==> config.mk <==
export PLATFORM = sky130hd
export DESIGN_NAME = ser_req_arbiter_flat
export DESIGN_NICKNAME = d
export VERILOG_FILES = /design/src/rtl/ser_req_arbiter_if.sv /design/src/rtl/ser_req_arbiter.sv /design/src/flat_wrapper.sv
export SDC_FILE = /design/constraint.sdc
export NUM_CORES = 1
export LEC_CHECK = 0
export BUFFER_PORTS_ARGS = -buffer_cell sky130_fd_sc_hd__buf_2
export CORE_AREA = 10 10 320 322
export CTS_BUF_LIST = sky130_fd_sc_hd__clkbuf_16
export DETAILED_ROUTE_END_ITERATION = 16
export DIE_AREA = 0 0 330 332
export PLACE_DENSITY = 0.69
export SLEW_MARGIN = 20
export SYNTH_ARGS = -nofsm -noshare
export SYNTH_HDL_FRONTEND = slang
export SYNTH_SLANG_ARGS = --single-unit
==> constraint.sdc <==
create_clock -name clk -period 3.1 [get_ports clk]
set_input_delay 0.31 -clock clk [delete_from_list [all_inputs] [get_ports clk]]
set_output_delay 0.31 -clock clk [all_outputs]
set_load 0.005 [all_outputs]
==> src/rtl/ser_req_arbiter_if.sv <==
// ser_req_arbiter_if: four bank request ports plus the shared valid/ready serializer port
interface ser_req_arbiter_if;
  logic [3:0]   req_valid;
  logic [59:0]  req_pAddress;
  logic [511:0] req_data;
  logic [15:0]  req_return;
  logic [63:0]  req_size;
  logic [3:0]   req_rw;
  logic [15:0]  req_dest;
  logic [3:0]   req_full;
  logic         out_valid;
  logic         out_ready;
  logic [127:0] out_data;
  logic [14:0]  out_pAddress;
  logic [3:0]   out_return;
  logic [15:0]  out_size;
  logic         out_rw;
  logic [3:0]   out_dest;
  logic [1:0]   out_src;
  modport master (
    output req_valid, req_pAddress, req_data, req_return, req_size, req_rw, req_dest, out_ready,
    input  req_full, out_valid, out_data, out_pAddress, out_return, out_size, out_rw, out_dest, out_src
  );
  modport slave (
    input  req_valid, req_pAddress, req_data, req_return, req_size, req_rw, req_dest, out_ready,
    output req_full, out_valid, out_data, out_pAddress, out_return, out_size, out_rw, out_dest, out_src
  );
endinterface

==> src/rtl/ser_req_arbiter.sv <==
// ser_req_arbiter: four one-entry bank slots drained round-robin into a registered valid/ready stage
module ser_req_arbiter (
  input logic clk,
  input logic rst,
  ser_req_arbiter_if.slave bus
);
  typedef struct packed {
    logic [127:0] data;
    logic [14:0]  addr;
    logic [3:0]   ret;
    logic [15:0]  size;
    logic         rw;
    logic [3:0]   dest;
  } req_t;
  req_t in_req [4];
  req_t slot [4];
  req_t out_q;
  logic [3:0] held;
  logic [1:0] rr_ptr, win, out_src_q;
  logic out_valid_q, found, adv, grant;
  always_comb begin
    for (int i = 0; i < 4; i++)
      in_req[i] = '{data: bus.req_data[128*i +: 128], addr: bus.req_pAddress[15*i +: 15],
                    ret: bus.req_return[4*i +: 4], size: bus.req_size[16*i +: 16],
                    rw: bus.req_rw[i], dest: bus.req_dest[4*i +: 4]};
  end
  // scan from the farthest offset down so the slot nearest rr_ptr overrides
  always_comb begin
    win = rr_ptr;
    found = 1'b0;
    for (int k = 3; k >= 0; k--)
      if (held[rr_ptr + 2'(k)]) begin
        win = rr_ptr + 2'(k);
        found = 1'b1;
      end
  end
  assign adv = !out_valid_q || bus.out_ready;
  assign grant = adv && found;
  // a slot granted on this edge was HELD, so it cannot also capture here
  always_ff @(posedge clk or negedge rst) begin
    if (!rst) begin
      held <= '0;
      rr_ptr <= '0;
      out_valid_q <= 1'b0;
      out_src_q <= '0;
      out_q <= '0;
      for (int i = 0; i < 4; i++) slot[i] <= '0;
    end else begin
      for (int i = 0; i < 4; i++)
        if (!held[i] && bus.req_valid[i]) begin
          held[i] <= 1'b1;
          slot[i] <= in_req[i];
        end else if (grant && win == 2'(i)) held[i] <= 1'b0;
      if (adv) out_valid_q <= found;
      if (grant) begin
        out_q <= slot[win];
        out_src_q <= win;
        rr_ptr <= win + 2'd1;
      end
    end
  end
  assign bus.req_full = held;
  assign bus.out_valid = out_valid_q;
  assign bus.out_src = out_src_q;
  assign bus.out_data = out_q.data;
  assign bus.out_pAddress = out_q.addr;
  assign bus.out_return = out_q.ret;
  assign bus.out_size = out_q.size;
  assign bus.out_rw = out_q.rw;
  assign bus.out_dest = out_q.dest;
endmodule

==> src/flat_wrapper.sv <==
// flat-port wrapper written by rule: the top's interface ports become plain ports
module ser_req_arbiter_flat 
  (clk, rst, bus_req_valid, bus_req_pAddress, bus_req_data, bus_req_return, bus_req_size, bus_req_rw, bus_req_dest, bus_out_ready, bus_req_full, bus_out_valid, bus_out_data, bus_out_pAddress, bus_out_return, bus_out_size, bus_out_rw, bus_out_dest, bus_out_src);
  ser_req_arbiter_if bus_i ();
  input logic clk;
  input logic rst;
  input wire logic [$bits(bus_i.req_valid)-1:0] bus_req_valid;
  input wire logic [$bits(bus_i.req_pAddress)-1:0] bus_req_pAddress;
  input wire logic [$bits(bus_i.req_data)-1:0] bus_req_data;
  input wire logic [$bits(bus_i.req_return)-1:0] bus_req_return;
  input wire logic [$bits(bus_i.req_size)-1:0] bus_req_size;
  input wire logic [$bits(bus_i.req_rw)-1:0] bus_req_rw;
  input wire logic [$bits(bus_i.req_dest)-1:0] bus_req_dest;
  input wire logic [$bits(bus_i.out_ready)-1:0] bus_out_ready;
  output wire logic [$bits(bus_i.req_full)-1:0] bus_req_full;
  output wire logic [$bits(bus_i.out_valid)-1:0] bus_out_valid;
  output wire logic [$bits(bus_i.out_data)-1:0] bus_out_data;
  output wire logic [$bits(bus_i.out_pAddress)-1:0] bus_out_pAddress;
  output wire logic [$bits(bus_i.out_return)-1:0] bus_out_return;
  output wire logic [$bits(bus_i.out_size)-1:0] bus_out_size;
  output wire logic [$bits(bus_i.out_rw)-1:0] bus_out_rw;
  output wire logic [$bits(bus_i.out_dest)-1:0] bus_out_dest;
  output wire logic [$bits(bus_i.out_src)-1:0] bus_out_src;
  assign bus_i.req_valid = bus_req_valid;
  assign bus_i.req_pAddress = bus_req_pAddress;
  assign bus_i.req_data = bus_req_data;
  assign bus_i.req_return = bus_req_return;
  assign bus_i.req_size = bus_req_size;
  assign bus_i.req_rw = bus_req_rw;
  assign bus_i.req_dest = bus_req_dest;
  assign bus_i.out_ready = bus_out_ready;
  assign bus_req_full = bus_i.req_full;
  assign bus_out_valid = bus_i.out_valid;
  assign bus_out_data = bus_i.out_data;
  assign bus_out_pAddress = bus_i.out_pAddress;
  assign bus_out_return = bus_i.out_return;
  assign bus_out_size = bus_i.out_size;
  assign bus_out_rw = bus_i.out_rw;
  assign bus_out_dest = bus_i.out_dest;
  assign bus_out_src = bus_i.out_src;
  ser_req_arbiter u_core (.clk(clk), .rst(rst), .bus(bus_i));
endmodule
==> metrics.md, run 1 <==
| Metric | Value |
|---|---|
| Synth warn | 0 |
| Area of the multi-input gates | 14800 µm² |
| Setup violations, final | 0 |
| Leakage | 23.2 nW |
| Tot GR Track Use | 26.1% |
| Placed Area | 43100 µm² |
| CTS Buf Count | 92 |
| Crit Path Category | reg -> reg |
| Root buffer cell | clkbuf_16 |
| RSZ-0062 raised after global routing | false |
| Max Clock Freq | 352 MHz |
| Starting density of the core | 38.6% |
| WHS | 0.268 ns |
| Post-layout min period | 2.84 ns |
| Design Area, Final | 53000 µm² |
| Setup Skew | 0.0427 ns |
| Most Crowded Layer GR | met2 |
| Worst hold path class | in -> async |
| Worst EP arrival | 3.35 ns |
| Crit path buffers/inverters | 2 |
| CP Data Required Time | 3.61 ns |
| Remaining DRCs | 0 |
| Vias per cell | 5.60 |
| Fin Setup TNS | 0 ns |
| WL final | 148000 µm |
| Vert. Die Dim | 332 µm |
| Peak supply drop | 0.776 mV |
| R2r endpoint | u_core.bus.out_data[49]$_DFFE_PN0P_ |
| Area Growth Syn to Fin | 43.0% |
| Register Area | 21200 µm² |
| CP Cell Sequence | nor3b_1 > a2bb2oi_1 > o211ai_4 > buf_12 > buf_4 > mux2i_1 > a211oi_2 |
| Vias in the first global route | 34.4k |
| # fillers | 7418 |
| CTS tree | done |
| Largest buffer count on any clock path | 3 |
| GRT overflow | 0 |
| Mapped Cells | 2819 |
| DR pass1 iterations | 6 |
| Wire length per cell | 26.0 µm |
| Prevailing post-synth register cell | dfrtp_1 |
| Pins Over Slew Limit | 0 |
| Hold Fails Final Rpt | 0 |
| Slowest cell on crit path | dfrtp_1 |
| Post-DRT Antenna Nets | 0 |
| Share of cells above drive strength 1 | 41.0% |
| Mean post-synth cell area | 13.2 µm² |
| Reg2reg start | u_core.bus.req_full[0]$_DFFE_PN0P_ |
| Async S/R FF share, synth | 100% |
| Number of flops mapped to enable cells by yosys | 0 |
| Sink Count | 849 |
| PwrDens | 1030 nW/µm² |
| Met2 Use GR | 41.6% |
| Rel. slew slack | 33.6% |
| Seq cells post-synth | 849 |
| CP Capture Type | flop |
| Crit path max-delay family | compound AO/OA/AOI/OAI gates |
| Met1 GRT Util | 31.0% |
| Cell count of the worst reg-to-reg path | 7 |
| Number of DRC markers in iteration 0 | 2422 |
| Outcome | complete, no violations |
| Clock transition at path regs | 0.07 ns |
| Worst R2R Setup Slack | 0.26 ns |
| Initial antenna violation count | 52 |
| First-pass GRT wire length | 220000 µm |
| Synth cell types | 35 |
| Vias post-DR | 31.8k |
| GP Congestion | 0.911 |
| Synthesized area | 37100 µm² |
| Port Buf Inserts | 853 |
| GR Layer Usage met3 | 6.34% |
| Share of the yosys chip area belonging to registers | 57.3% |
| Max-cap violations | 0 |
| Dpl hpwl | 91100 µm |
| I/O pins | 854 |
| Slew @ Worst Pin | 0.996 ns |
| Syn_nets | 3498 |
| Setup Fix Bufs, Post-CTS | 0 |
| Largest net degree at the start of global routing | 110 |
| Rows | 114 |
| Clk_lat worst skew | 0.67 ns |
| H-tree Lvls | 3 |
| Final nets | 4966 |
| Fin crit share | 91.7% |
| Crit start category | flop |
| Worst-path maximum fanout | 46 |
| # resized after CTS | 0 |
| Slowest stage delay, CP | 0.49 ns |
| Core Region | 96000 µm² |
| DIE WIDTH | 330 µm |
| Full die area | 110000 µm² |
## logic make-up (layout without fill, tap and decap cells)
kind of cell | count (synthesis) | count (layout) | synth area share [%]
AOI/OAI and AO/OA | 522 | 522 | 11.0
xor gates and xnor gates | 1 | 1 | 0.0236
buffers and inverters | 250 | 1794 | 2.99
DFF | 849 | 849 | 57.3
muxes | 840 | 840 | 24.9
other | 0 | 42 | 0
and+or+nand+nor | 357 | 357 | 3.73
## routing by layer
layer / vias up / wire length (µm) / part of all wire, %
li1: 13345 / - / -
met1: 15983 / 55700 / 38
met2: 1859 / 69300 / 47
met3: 635 / 11600 / 7.9
met4: 14 / 11000 / 7.4
met5: - / 93 / 0.063
## per-stage QoR
stage	setup WS [ns]	cells	util [%]	power, mW
floorplan	1.06	2819	-	34.1
global placement	0.299	4791	44.9	41.4
finish	0.257	5681	55.2	54.7
CTS	0.247	5639	55.1	53.9
global route	0.159	5676	55.2	57.3
detailed placement	0.225	4791	44.9	42.0
## power by group
group / total (mW) / switching, mW / leakage (nW) / internal, mW
clock network: 11.1 / 4.79 / 1.52 / 6.28
registers: 20.8 / 3.95 / 9.96 / 16.9
logic: 22.8 / 12.1 / 11.7 / 10.7
## cell usage in the layout, fill, tap and decap left out, types with 2 or more instances in the layout
cell type	n
a21o_1	2
nand2_1	173
clkbuf_16	94
mux2i_1	168
nor2b_1	2
nor2_1	171
clkinv_2	13
a21oi_1	3
clkinv_4	3
clkinv_1	27
buf_4	48
o21ai_0	2
dfrtp_1	849
clkinvlp_4	3
nor2b_4	4
inv_6	4
clkinv_16	2
a211oi_1	473
mux2_2	672
diode_2	42
a211oi_2	31
bufinv_16	9
inv_1	17
dlygate4sd3_1	678
buf_12	41
buf_2	852
## worst reg2reg max path, cell delays in order, from the launching register on
cell and delay, ns:
dfrtp_1 0.49, nor3b_1 0.42, a2bb2oi_1 0.35, o211ai_4 0.14
buf_12 0.21, buf_4 0.40, mux2i_1 0.18, a211oi_2 0.49
## how the worst max path moves through the flow
stage / from / end / slack, ns / cells past startpoint
after floorplan: u_core.bus.req_full[2]$_DFFE_PN0P_ / u_core.bus.out_data[10]$_DFFE_PN0P_ / 1.06 / 9
after global placement: u_core.bus.req_full[3]$_DFFE_PN0P_ / u_core.bus.out_data[3]$_DFFE_PN0P_ / 0.30 / 7
after detailed placement: u_core.bus.req_full[3]$_DFFE_PN0P_ / u_core.bus.out_data[3]$_DFFE_PN0P_ / 0.23 / 7
after CTS: u_core.bus.req_full[3]$_DFFE_PN0P_ / u_core.bus.out_data[3]$_DFFE_PN0P_ / 0.25 / 7
after global routing: u_core.bus.req_full[0]$_DFFE_PN0P_ / u_core.bus.out_data[49]$_DFFE_PN0P_ / 0.16 / 7
final: u_core.bus.req_full[0]$_DFFE_PN0P_ / u_core.bus.out_data[49]$_DFFE_PN0P_ / 0.26 / 7
## area by class of cell
cell class	count	share of cell area [%]
diodes	42	0.198
clock buffers	94	4.44
clock inverters	76	1.23
inverters	4	0.0377
multi-input cells	1720	27.9
flip-flops and latches	849	40.1
well taps	1276	3.01
repair buffers	1620	23.1
## cells in the mapped netlist, types with 2 or more instances
cell	number	area, µm²
buf_2	30	150
nor2b_1	6	37.5
mux2i_1	168	1680
a211oi_1	473	3550
buf_6	12	135
o21a_1	2	15.0
buf_4	11	82.6
dfrtp_1	849	21200
buf_1	13	48.8
a211oi_2	31	388
a21o_1	2	15.0
inv_1	3	11.3
o21ai_0	2	10.0
clkbuf_1	180	676
mux2_2	672	7570
nor2_1	171	642
a21oi_1	4	20.0
nand2_1	173	649
## flip-flops by register name (all words and copies together), names as in the netlist, 4 cells and up
name / count
u_core.bus.out_size: 16
u_core.bus.out_pAddress: 15
u_core.bus.out_return: 4
u_core.bus.out_data: 128
u_core.bus.out_dest: 4
u_core.slot: 672
u_core.bus.req_full: 4
## repair_timing
item	CTS	global route
hold buffers	678	0
setup endpoints to repair	0	0
hold endpoints to repair	727	0
Note: power is estimated with default switching activity, not from simulation.
==> run 2: changes to the inputs <==
--- a/config.mk
+++ b/config.mk
@@ -5,6 +5,7 @@
 export SDC_FILE = /design/constraint.sdc
 export NUM_CORES = 1
 export LEC_CHECK = 0
+export ABC_AREA = 1
 export BUFFER_PORTS_ARGS = -buffer_cell sky130_fd_sc_hd__buf_2
 export CORE_AREA = 10 10 320 322
 export CTS_BUF_LIST = sky130_fd_sc_hd__clkbuf_16
==> metrics.md, run 2 <==
| Metric | Value |
|---|---|
| Number of DRC markers in iteration 0 | 3617 |
| Most frequent cells in the layout | 852 x buf_2, 849 x dfrtp_1, 845 x nand3_1 |
| Max Clock Freq | 341 MHz |
| I/O pins | 854 |
| Remaining DRCs | 0 |
| RSZ-0062 raised after global routing | false |
| Synth cell types | 25 |
| Post-layout min period | 2.93 ns |
| Vias per cell | 5.65 |
| Finished Core Util | 55.2% |
| Sink Count | 849 |
| Dpl hpwl | 93500 µm |
| PwrDens | 1230 nW/µm² |
| Worst-path maximum fanout | 76 |
| Port Buf Inserts | 853 |
| CP Data Required Time | 3.61 ns |
| Slew @ Worst Pin | 1.13 ns |
| Slowest stage delay, CP | 0.72 ns |
| Clock transition at path regs | 0.06 ns |
| GP Congestion | 0.932 |
| Peak supply drop | 1.28 mV |
| Setup violations, final | 0 |
| Prevailing post-synth register cell | dfrtp_1 |
| Area Growth Syn to Fin | 42.5% |
| Largest net degree at the start of global routing | 90 |
| Post-DRT Antenna Nets | 0 |
| Outcome | complete, no violations |
| Mean post-synth cell area | 11.0 µm² |
| Top post-synthesis cells by area | dfrtp_1 57%, mux2_2 20%, nand3_1 11% |
| Biggest register | u_core.slot |
| Slowest cell on crit path | buf_4 |
| Overall power | 65.4 mW |
| Setup Fix Bufs, Post-CTS | 0 |
| Async S/R FF share, synth | 100% |
| DIE WIDTH | 330 µm |
| Vert. Die Dim | 332 µm |
| DR pass1 iterations | 8 |
| Number of flops mapped to enable cells by yosys | 0 |
| Setup Skew | 0.0206 ns |
| Commonest non-fill, non-tap cell in the layout | buf_2 |
| Final nets | 5529 |
| Synthesized area | 37200 µm² |
| Largest buffer count on any clock path | 3 |
| Commonest cells in the netlist | 849 x dfrtp_1, 845 x nand3_1, 711 x nand2_1 |
| Crit Path Category | reg -> reg |
| Most frequent CP cell | nand2_1 |
| # fillers | 7491 |
| Share of cells above drive strength 1 | 36.4% |
| Setup Slack @ Placement | 0.342 ns |
| H-tree Lvls | 3 |
| Mapped Cells | 3367 |
| Post-synth top area cell | dfrtp_1 |
| GRT overflow | 0 |
| Fin Setup TNS | 0 ns |
| Clk_lat worst skew | 0.65 ns |
| Wire length per cell | 25.3 µm |
| Vias post-DR | 35.3k |
| CP Capture Type | flop |
| CTS Buf Count | 93 |
| Pins Over Slew Limit | 0 |
| Full die area | 110000 µm² |
| CTS tree | done |
| Syn_nets | 4046 |
| Top-count cell post-synth | dfrtp_1 |
| First-pass GRT wire length | 237000 µm |
| Synth warn | 0 |
| CP Cell Sequence | inv_4 > nand2_1 > nand2_1 > nand2_1 > a21boi_2 > o21ai_4 > inv_6 > buf_4 > nand3_1 > nand3_1 > nand2_1 |
| Leakage | 25.1 nW |
| Root buffer cell | clkbuf_16 |
| Starting density of the core | 38.7% |
| Seq cells post-synth | 849 |
| Area of the multi-input gates | 14700 µm² |
| Hold Fails Final Rpt | 0 |
| Crit path max-delay family | buffers and inverters |
| WL final | 158000 µm |
| Max-cap violations | 0 |
| Crit start category | flop |
| Core Region | 96000 µm² |
| Fin crit share | 94.6% |
| Initial antenna violation count | 51 |
| Rel. slew slack | 24.8% |
| Crit path buffers/inverters | 3 |
| Worst EP arrival | 3.45 ns |
| Final WS setup | 0.166 ns |
| Worst hold path class | in -> reg |
| Share of the yosys chip area belonging to registers | 57.1% |
| Tot GR Track Use | 28.1% |
| Vias in the first global route | 37.6k |
| Rows | 114 |
| Yosys top cell area share | 57.1% |
| Register Area | 21200 µm² |
| Max reg flops | 672 |
-- run 2: cell count changes in the layout (fill, tap and decap cells not counted), sizes merged, moves of 3 or more --
cell and change:
nor2b -6, mux2i -168, diode -5, nor2 -170, inv +12, dlygate4sd3 -4
nand2 +542, a211oi -504, bufinv -3, nand3 +846, buf +29
-- run 2: timing repair --
action / CTS / global route
hold endpoints to repair: 723 / 0
hold buffers: 674 / 0
resized for setup: 0 / 0
-- run 2: report_power, final --
| part | leakage [nW] | total (mW) | switching (mW) | internal, mW |
|---|---|---|---|---|
| combinational | 13.6 | 33.8 | 20.6 | 13.2 |
| sequential | 10.1 | 20.8 | 3.82 | 17.0 |
| clock | 1.48 | 10.8 | 4.75 | 6.01 |
| total | 25.1 | 65.4 | 29.2 | 36.2 |
-- run 2: worst paths after layout --
| check | slack (ns) | cells past startpoint | startpoint | to |
|---|---|---|---|---|
| max reg2reg | 0.17 | 11 | u_core.rr_ptr[0]$_DFFE_PN0P_ | u_core.bus.out_data[86]$_DFFE_PN0P_ |
| min | 0.22 | 3 | bus_req_valid[0] | u_core.bus.req_full[0]$_DFFE_PN0P_ |
| max | 0.17 | 11 | u_core.rr_ptr[0]$_DFFE_PN0P_ | u_core.bus.out_data[86]$_DFFE_PN0P_ |
| max in group asynchronous | 1.65 | 3 | rst | u_core.slot[115]$_DFFE_PN0P_ |
| min in group asynchronous | 0.28 | 2 | rst | u_core.slot[428]$_DFFE_PN0P_ |
| min reg2reg | 0.48 | 2 | u_core.bus.out_data[91]$_DFFE_PN0P_ | u_core.bus.out_data[91]$_DFFE_PN0P_ |
-- run 2: kinds of logic (layout without fill, tap and decap cells) --
kind of cell / count (synthesis) / count (layout) / synth area share (%)
AOI/OAI and AO/OA: 10 / 10 / 0.232
buffers and inverters: 270 / 1829 / 3.56
DFF: 849 / 849 / 57.1
muxes: 672 / 672 / 20.3
other: 0 / 37 / 0
and+or+nand+nor: 1566 / 1566 / 18.7
-- run 2: layout make-up --
| cell class | instances | share of cell area [%] |
|---|---|---|
| inverter | 13 | 0.116 |
| timing repair buffer | 1645 | 23.4 |
| multi-input combinational | 2248 | 27.7 |
| tap | 1276 | 3.01 |
| clock inverter | 77 | 0.999 |
| sequential | 849 | 40.1 |
| antenna | 37 | 0.175 |
| clock buffer | 94 | 4.44 |
-- run 2: tightest hold or removal path, stage by stage --
cell     delay (ns)
buf_2          0.11
nand2_4        0.23
o21ai_1        0.17
-- run 2: per-layer routing --
layer / GRT usage, % / routed length, µm
met1: 32.7 / 56500
met2: 44.2 / 73600
met3: 8.23 / 15800
met4: 19.4 / 11900
met5: 0 / 154
-- run 2: metrics by stage --
step	instances	hold slack [ns]	instance area, µm²
2_1_floorplan	3367	0.0144	37200
3_3_place_gp	5357	0.382	43300
3_5_place_dp	5357	0.380	43300
4_1_cts	6202	0.178	52900
5_1_grt	6231	0.214	53000
6_report	6239	0.216	53000
